## src/rtl/fir_pkg.sv

```systemverilog
// Shared FIR definitions: core operation codes, sequencer states and default widths.
// The core and the stream sequencer both import this package.
package fir_pkg;

  typedef enum logic [1:0] {
    OP_IDLE    = 2'b00,
    OP_LOAD    = 2'b01,
    OP_COMPUTE = 2'b10,
    OP_READ    = 2'b11
  } fir_op_t;

  typedef enum logic [2:0] {
    ST_IDLE,
    ST_LOAD,
    ST_COMPUTE,
    ST_READ,
    ST_READ_WAIT
  } fir_state_t;

  localparam int FIR_SIGNAL_COUNT = 10;
  localparam int FIR_DATA_W       = 32;
  localparam int FIR_ADDR_W       = 32;
  localparam int FIR_READ_LAT     = 1;
  localparam int LAT_W            = 3;

  // Core operation presented while the sequencer sits in a given state.
  function automatic fir_op_t op_of_state(fir_state_t s);
    case (s)
      ST_LOAD:                return OP_LOAD;
      ST_COMPUTE:             return OP_COMPUTE;
      ST_READ, ST_READ_WAIT:  return OP_READ;
      default:                return OP_IDLE;
    endcase
  endfunction

endpackage

```

## src/rtl/fir_lat_counter.sv

```systemverilog
// Loadable down-counter timing the core read latency; tc flags the terminal count of zero.
module fir_lat_counter #(
  parameter int W = 3
) (
  input  logic         clk,
  input  logic         reset,
  input  logic         load,
  input  logic [W-1:0] load_val,
  input  logic         en,
  output logic         tc
);

  logic [W-1:0] cnt;

  always_ff @(posedge clk) begin
    if (reset)
      cnt <= '0;
    else if (load)
      cnt <= load_val;
    else if (en && (cnt != '0))
      cnt <= cnt - W'(1);
  end

  assign tc = (cnt == '0);

endmodule

```

## src/rtl/fir_stream_sequencer.sv

```systemverilog
// Stream-side sequencer for the FIR core: loads a frame of samples, waits for compute,
// then reads results back onto a valid/ready output stream.
//
// state        | meaning
// -------------+-------------------------------------------------------------
// ST_IDLE      | ready for the first sample of a frame
// ST_LOAD      | presenting samples to the core, one address per handshake
// ST_COMPUTE   | core computing, waiting for done
// ST_READ_WAIT | result address driven, waiting READ_LAT cycles for y
// ST_READ      | result held on m_data until the downstream accepts it
module fir_stream_sequencer
  import fir_pkg::*;
#(
  parameter int SIGNAL_COUNT = FIR_SIGNAL_COUNT,
  parameter int DATA_W       = FIR_DATA_W,
  parameter int ADDR_W       = FIR_ADDR_W,
  parameter int READ_LAT     = FIR_READ_LAT
) (
  input  logic              clk,
  input  logic              reset,
  input  logic              s_valid,
  input  logic [DATA_W-1:0] s_data,
  output logic              s_ready,
  output logic [1:0]        operation,
  output logic [ADDR_W-1:0] addr,
  output logic [DATA_W-1:0] x,
  input  logic              done,
  input  logic [DATA_W-1:0] y,
  output logic              m_valid,
  output logic [DATA_W-1:0] m_data,
  input  logic              m_ready,
  output logic              frame_done
);

  localparam int               IDX_W    = (SIGNAL_COUNT > 1) ? $clog2(SIGNAL_COUNT) : 1;
  localparam logic [IDX_W-1:0] LAST_IDX = IDX_W'(SIGNAL_COUNT - 1);
  localparam logic [LAT_W-1:0] LAT_LOAD = LAT_W'(READ_LAT - 1);

  fir_state_t        state, state_nxt;
  logic [IDX_W-1:0]  idx, idx_nxt;
  logic [DATA_W-1:0] x_nxt, m_data_nxt;
  logic              s_ready_nxt, m_valid_nxt, frame_done_nxt;
  logic              lat_load, lat_en, lat_tc;
  logic              s_hs, m_hs;

  assign s_hs = s_valid && s_ready;
  assign m_hs = m_valid && m_ready;
  assign addr = ADDR_W'(idx);

  fir_lat_counter #(.W(LAT_W)) u_lat (
    .clk      (clk),
    .reset    (reset),
    .load     (lat_load),
    .load_val (LAT_LOAD),
    .en       (lat_en),
    .tc       (lat_tc)
  );

  always_ff @(posedge clk) begin
    if (reset) begin
      state      <= ST_IDLE;
      operation  <= OP_IDLE;
      idx        <= '0;
      x          <= '0;
      s_ready    <= 1'b0;
      m_valid    <= 1'b0;
      m_data     <= '0;
      frame_done <= 1'b0;
    end else begin
      state      <= state_nxt;
      operation  <= op_of_state(state_nxt);
      idx        <= idx_nxt;
      x          <= x_nxt;
      s_ready    <= s_ready_nxt;
      m_valid    <= m_valid_nxt;
      m_data     <= m_data_nxt;
      frame_done <= frame_done_nxt;
    end
  end

  always_comb begin
    state_nxt      = state;
    idx_nxt        = idx;
    x_nxt          = x;
    m_data_nxt     = m_data;
    s_ready_nxt    = s_ready;
    m_valid_nxt    = m_valid;
    frame_done_nxt = 1'b0;
    lat_load       = 1'b0;
    lat_en         = 1'b0;

    unique case (state)
      ST_IDLE: begin
        s_ready_nxt = 1'b1;
        if (s_hs) begin
          x_nxt       = s_data;
          idx_nxt     = '0;
          state_nxt   = ST_LOAD;
          s_ready_nxt = (LAST_IDX != '0);
        end
      end

      ST_LOAD: begin
        // Ready drops on the handshake that accepts the last sample, so it is never over-consumed.
        if (idx == LAST_IDX) begin
          s_ready_nxt = 1'b0;
          state_nxt   = ST_COMPUTE;
        end else if (s_hs) begin
          x_nxt   = s_data;
          idx_nxt = idx + 1'b1;
          if (idx_nxt == LAST_IDX)
            s_ready_nxt = 1'b0;
        end
      end

      ST_COMPUTE: begin
        if (done) begin
          idx_nxt   = '0;
          lat_load  = 1'b1;
          state_nxt = ST_READ_WAIT;
        end
      end

      ST_READ_WAIT: begin
        if (lat_tc) begin
          m_data_nxt  = y;
          m_valid_nxt = 1'b1;
          state_nxt   = ST_READ;
        end else begin
          lat_en = 1'b1;
        end
      end

      ST_READ: begin
        if (m_hs) begin
          m_valid_nxt = 1'b0;
          if (idx == LAST_IDX) begin
            idx_nxt        = '0;
            frame_done_nxt = 1'b1;
            s_ready_nxt    = 1'b1;
            state_nxt      = ST_IDLE;
          end else begin
            idx_nxt   = idx + 1'b1;
            lat_load  = 1'b1;
            state_nxt = ST_READ_WAIT;
          end
        end
      end

      default: state_nxt = ST_IDLE;
    endcase
  end

endmodule

```

## config.mk

```make
export PLATFORM = sky130hd
export DESIGN_NAME = fir_stream_sequencer
export DESIGN_NICKNAME = d
export VERILOG_FILES = /design/src/rtl/fir_pkg.sv /design/src/rtl/fir_lat_counter.sv /design/src/rtl/fir_stream_sequencer.sv
export SDC_FILE = /design/constraint.sdc
export NUM_CORES = 1
export LEC_CHECK = 0
export CORE_MARGIN = 8
export CORE_UTILIZATION = 43
export DETAILED_ROUTE_END_ITERATION = 10
export PLACE_DENSITY_LB_ADDON = 0.12
export SLEW_MARGIN = 10
export SYNTH_ARGS = -nofsm -noshare
export SYNTH_HDL_FRONTEND = slang
export SYNTH_SLANG_ARGS = --single-unit
```

## constraint.sdc

```tcl
create_clock -name clk -period 3.4 [get_ports clk]
set_input_delay 0.51 -clock clk [delete_from_list [all_inputs] [get_ports clk]]
set_output_delay 0.51 -clock clk [all_outputs]
set_load 0.03 [all_outputs]
```

==> summary.txt <==
total via count in the routed design: 2963
Power per Cell Area: 400 nW/µm²
Resize count post-CTS: 0
total internal power: 1.41 mW
launching element type of the critical path: flop
Avg Inst Size Synth: 8.16 µm²
cell with the largest stage delay on the worst path: sky130_fd_sc_hd__clkdlybuf4s50_1
Most used DFF post-synth: sky130_fd_sc_hd__dfxtp_1
chain of cells forming the critical path: clkdlybuf4s50_1
sequential element share of the synthesized area: 48.2%
y dimension of the die: 103 µm
DRC: 0
Hold Path Class: reg -> reg
Final HPWL DP: 6670 µm
layout-stage area growth over the synthesis result: 45.8%
Unique masters post-synth: 41
Antenna diodes: 0
final-stage net count: 607
flops & latches, synth: 79
clock sink count: 79
switching portion of total power: 26.6%
biggest cell delay along the critical path: 0.72 ns
Overall Power: 1.92 mW
starting density of the core: 43.4%
fin crit share: 58.9%
clk slew on worst S/H paths: 0.08 ns
hold-fix buffers at CTS: 0
PortBufs: 141
Worst Max-Slew Pin Slew: 0.668 ns
total die area: 10700 µm²
antenna violations before repair: 0
shortest period the worst path allows: 2.00 ns
combined flip-flop and latch cell area: 1580 µm²
total congestion overflow: 0
Final setup violation count: 0
average wire per cell in the routed design: 14.3 µm
CTS H-tree depth: 3
largest net degree at the start of global routing: 44
number of global-route vias before repair: 2784
setup_tns: 0 ns
combinational fraction of design power: 14.4%
global-route wire length before repair: 14000 µm
Peak supply drop: 0.221 mV
iteration count of the initial detailed-routing pass: 4
unrepaired setup endpoints after global routing: false
worst hold slack: 0.455 ns
Synth Warn #: 0
worst relative slew slack: 55.5%
fraction of registers with async set or reset after synthesis: 0%
net switching component of the power: 0.509 mW
number of buffers created by CTS: 9
max-capacitance violation count: 0
clock skew: 0.0135 ns
cell area after synthesis: 3280 µm²
crit-path max FO: 6
Final Max Slew Viols: 0
number of DRC markers in iteration 0: 76
Clk Tree Root Cell: sky130_fd_sc_hd__clkbuf_8
endpoint required time on the critical path: 2.89 ns
final design utilization: 63.2%
TritonCTS clock tree: done
worst path arrival time: 1.49 ns
Die Wd: 103 µm
final routed wirelength across all metal layers: 9140 µm
cell row count: 32
Leakage Power: 1.71 nW
# fillers: 681
Core ar.: 7570 µm²
buffer count from post-CTS setup fixing: 0
I/O pin cnt: 170
critical path's top delay family: buffers and inverters
Clock Path Buffers: 2
outcome: completed
fraction of power consumed by the clock network: 35.4%
Post-synth EDFFs: 0
Hold Fails Final Rpt: 0
kind of critical path: reg -> out
element type at the critical path end: primary output
fraction of layout instances using a drive strength above 1: 5.03%
upper clock frequency limit: 500 MHz
final weighted congestion in routability-driven placement: 0.857
Total GRT Usage: 16.7%
total buffers and inverters traversed by the critical path: 1
part of the total power dissipated in sequential elements: 50.2%
gate count after technology mapping: 402
Via density: 4.64
Antenna Nets Post-Route: 0
Multi-input gate area: 1440 µm²
Skew-Pair Late Insertion Delay: 0.35 ns
sequential cells by signal (all words and copies together) (netlist names):
register	count
s_ready	1
frame_done	1
m_data	32
idx	4
state	3
operation	2
u_lat.cnt	3
x	32
m_valid	1
power groups by stage:
| stage | sequential [mW] | clock [mW] | combinational, mW |
|---|---|---|---|
| 6_report | 0.961 | 0.678 | 0.276 |
| 5_1_grt | 0.964 | 0.734 | 0.295 |
| 4_1_cts | 0.961 | 0.696 | 0.277 |
| 3_5_place_dp | 0.983 | 0 | 0.275 |
| 3_3_place_gp | 0.982 | 0 | 0.274 |
| 2_1_floorplan | 1.02 | 0 | 0.126 |
synthesized netlist by cell type (2+ instances only):
cell type | number | share of area (%)
sky130_fd_sc_hd__nor2b_1 | 3 | 0.57
sky130_fd_sc_hd__and3b_1 | 2 | 0.53
sky130_fd_sc_hd__a211oi_1 | 2 | 0.46
sky130_fd_sc_hd__o21ai_0 | 2 | 0.31
sky130_fd_sc_hd__mux2_2 | 2 | 0.69
sky130_fd_sc_hd__nand2_1 | 134 | 15
sky130_fd_sc_hd__o22ai_1 | 2 | 0.38
sky130_fd_sc_hd__xnor2_1 | 2 | 0.53
sky130_fd_sc_hd__buf_6 | 5 | 1.7
sky130_fd_sc_hd__nor2_4 | 2 | 0.69
sky130_fd_sc_hd__a21oi_1 | 69 | 11
sky130_fd_sc_hd__a22o_1 | 2 | 0.53
sky130_fd_sc_hd__nand2b_1 | 3 | 0.57
sky130_fd_sc_hd__clkbuf_1 | 11 | 1.3
sky130_fd_sc_hd__a31oi_1 | 4 | 0.76
sky130_fd_sc_hd__dfxtp_1 | 79 | 48
sky130_fd_sc_hd__inv_1 | 5 | 0.57
sky130_fd_sc_hd__ha_1 | 5 | 1.9
sky130_fd_sc_hd__nand3_1 | 4 | 0.61
sky130_fd_sc_hd__buf_2 | 8 | 1.2
sky130_fd_sc_hd__nor2_1 | 9 | 1.0
sky130_fd_sc_hd__buf_4 | 28 | 6.4
routing by layer:
layer	part of all wire (%)	wire [µm]	track usage (%)	vias to the layer above
li1	-	-	-	1520
met1	41	3770	19.8	1322
met2	48	4370	27.2	106
met3	8.5	780	4.55	15
met4	2.4	216	7.90	0
met5	0	0	0	-
final timing paths:
| check | from | endpoint | slack, ns | depth (start not counted) |
|---|---|---|---|---|
| max | idx[0]$_SDFFE_PP0P_ | addr[0] | 1.40 | 1 |
| min | m_data[12]$_SDFFE_PP0P_ | m_data[12]$_SDFFE_PP0P_ | 0.45 | 2 |
| min reg2reg | m_data[12]$_SDFFE_PP0P_ | m_data[12]$_SDFFE_PP0P_ | 0.45 | 2 |
| max reg2reg | state[2]$_SDFF_PP0_ | m_data[15]$_SDFFE_PP0P_ | 1.63 | 4 |
cells by family after synthesis:
family,count (synthesis),synth area share [%]
other,1,0.114
AOI/OAI and AO/OA,87,14.6
DFF,79,48.2
adders and majority gates,5,1.91
and+or+nand+nor,168,22.6
xor gates and xnor gates,3,0.801
buffers and inverters,57,11.2
muxes,2,0.686
placed cells by master, fill, tap and decap left out, types with 2 or more instances in the layout:
cell type,synthesis,routed
sky130_fd_sc_hd__nand2b_1,3,3
sky130_fd_sc_hd__nand3_1,4,4
sky130_fd_sc_hd__nor2_4,2,2
sky130_fd_sc_hd__buf_4,28,4
sky130_fd_sc_hd__a211oi_1,2,2
sky130_fd_sc_hd__mux2_2,2,2
sky130_fd_sc_hd__clkbuf_8,0,9
sky130_fd_sc_hd__inv_1,5,5
sky130_fd_sc_hd__clkdlybuf4s50_1,0,140
sky130_fd_sc_hd__conb_1,1,28
sky130_fd_sc_hd__a21oi_1,69,69
sky130_fd_sc_hd__o21ai_0,2,2
sky130_fd_sc_hd__dfxtp_1,79,79
sky130_fd_sc_hd__and3b_1,2,2
sky130_fd_sc_hd__a31oi_1,4,4
sky130_fd_sc_hd__ha_1,5,5
sky130_fd_sc_hd__clkinvlp_4,0,2
sky130_fd_sc_hd__nor2_1,9,9
sky130_fd_sc_hd__nor2b_1,3,3
sky130_fd_sc_hd__xnor2_1,2,2
sky130_fd_sc_hd__nand2_1,134,134
sky130_fd_sc_hd__o22ai_1,2,2
sky130_fd_sc_hd__a22o_1,2,2
per-stage QoR:
stage	worst slack, ns	cell area (µm²)	std cells
finish	1.40	4790	639
global route	1.34	4790	639
detailed placement	1.40	4600	624
global placement	1.44	4600	624
CTS	1.38	4790	639
floorplan	1.72	3380	429
area by class of cell:
class	instances	share of cell area (%)
flip-flops and latches	79	33.0
repair buffers	145	30.0
multi-input cells	293	30.0
clock buffers	10	2.67
well taps	102	2.67
clock inverters	5	1.23
inverters	5	0.392
(Power assumes the default switching activity.)
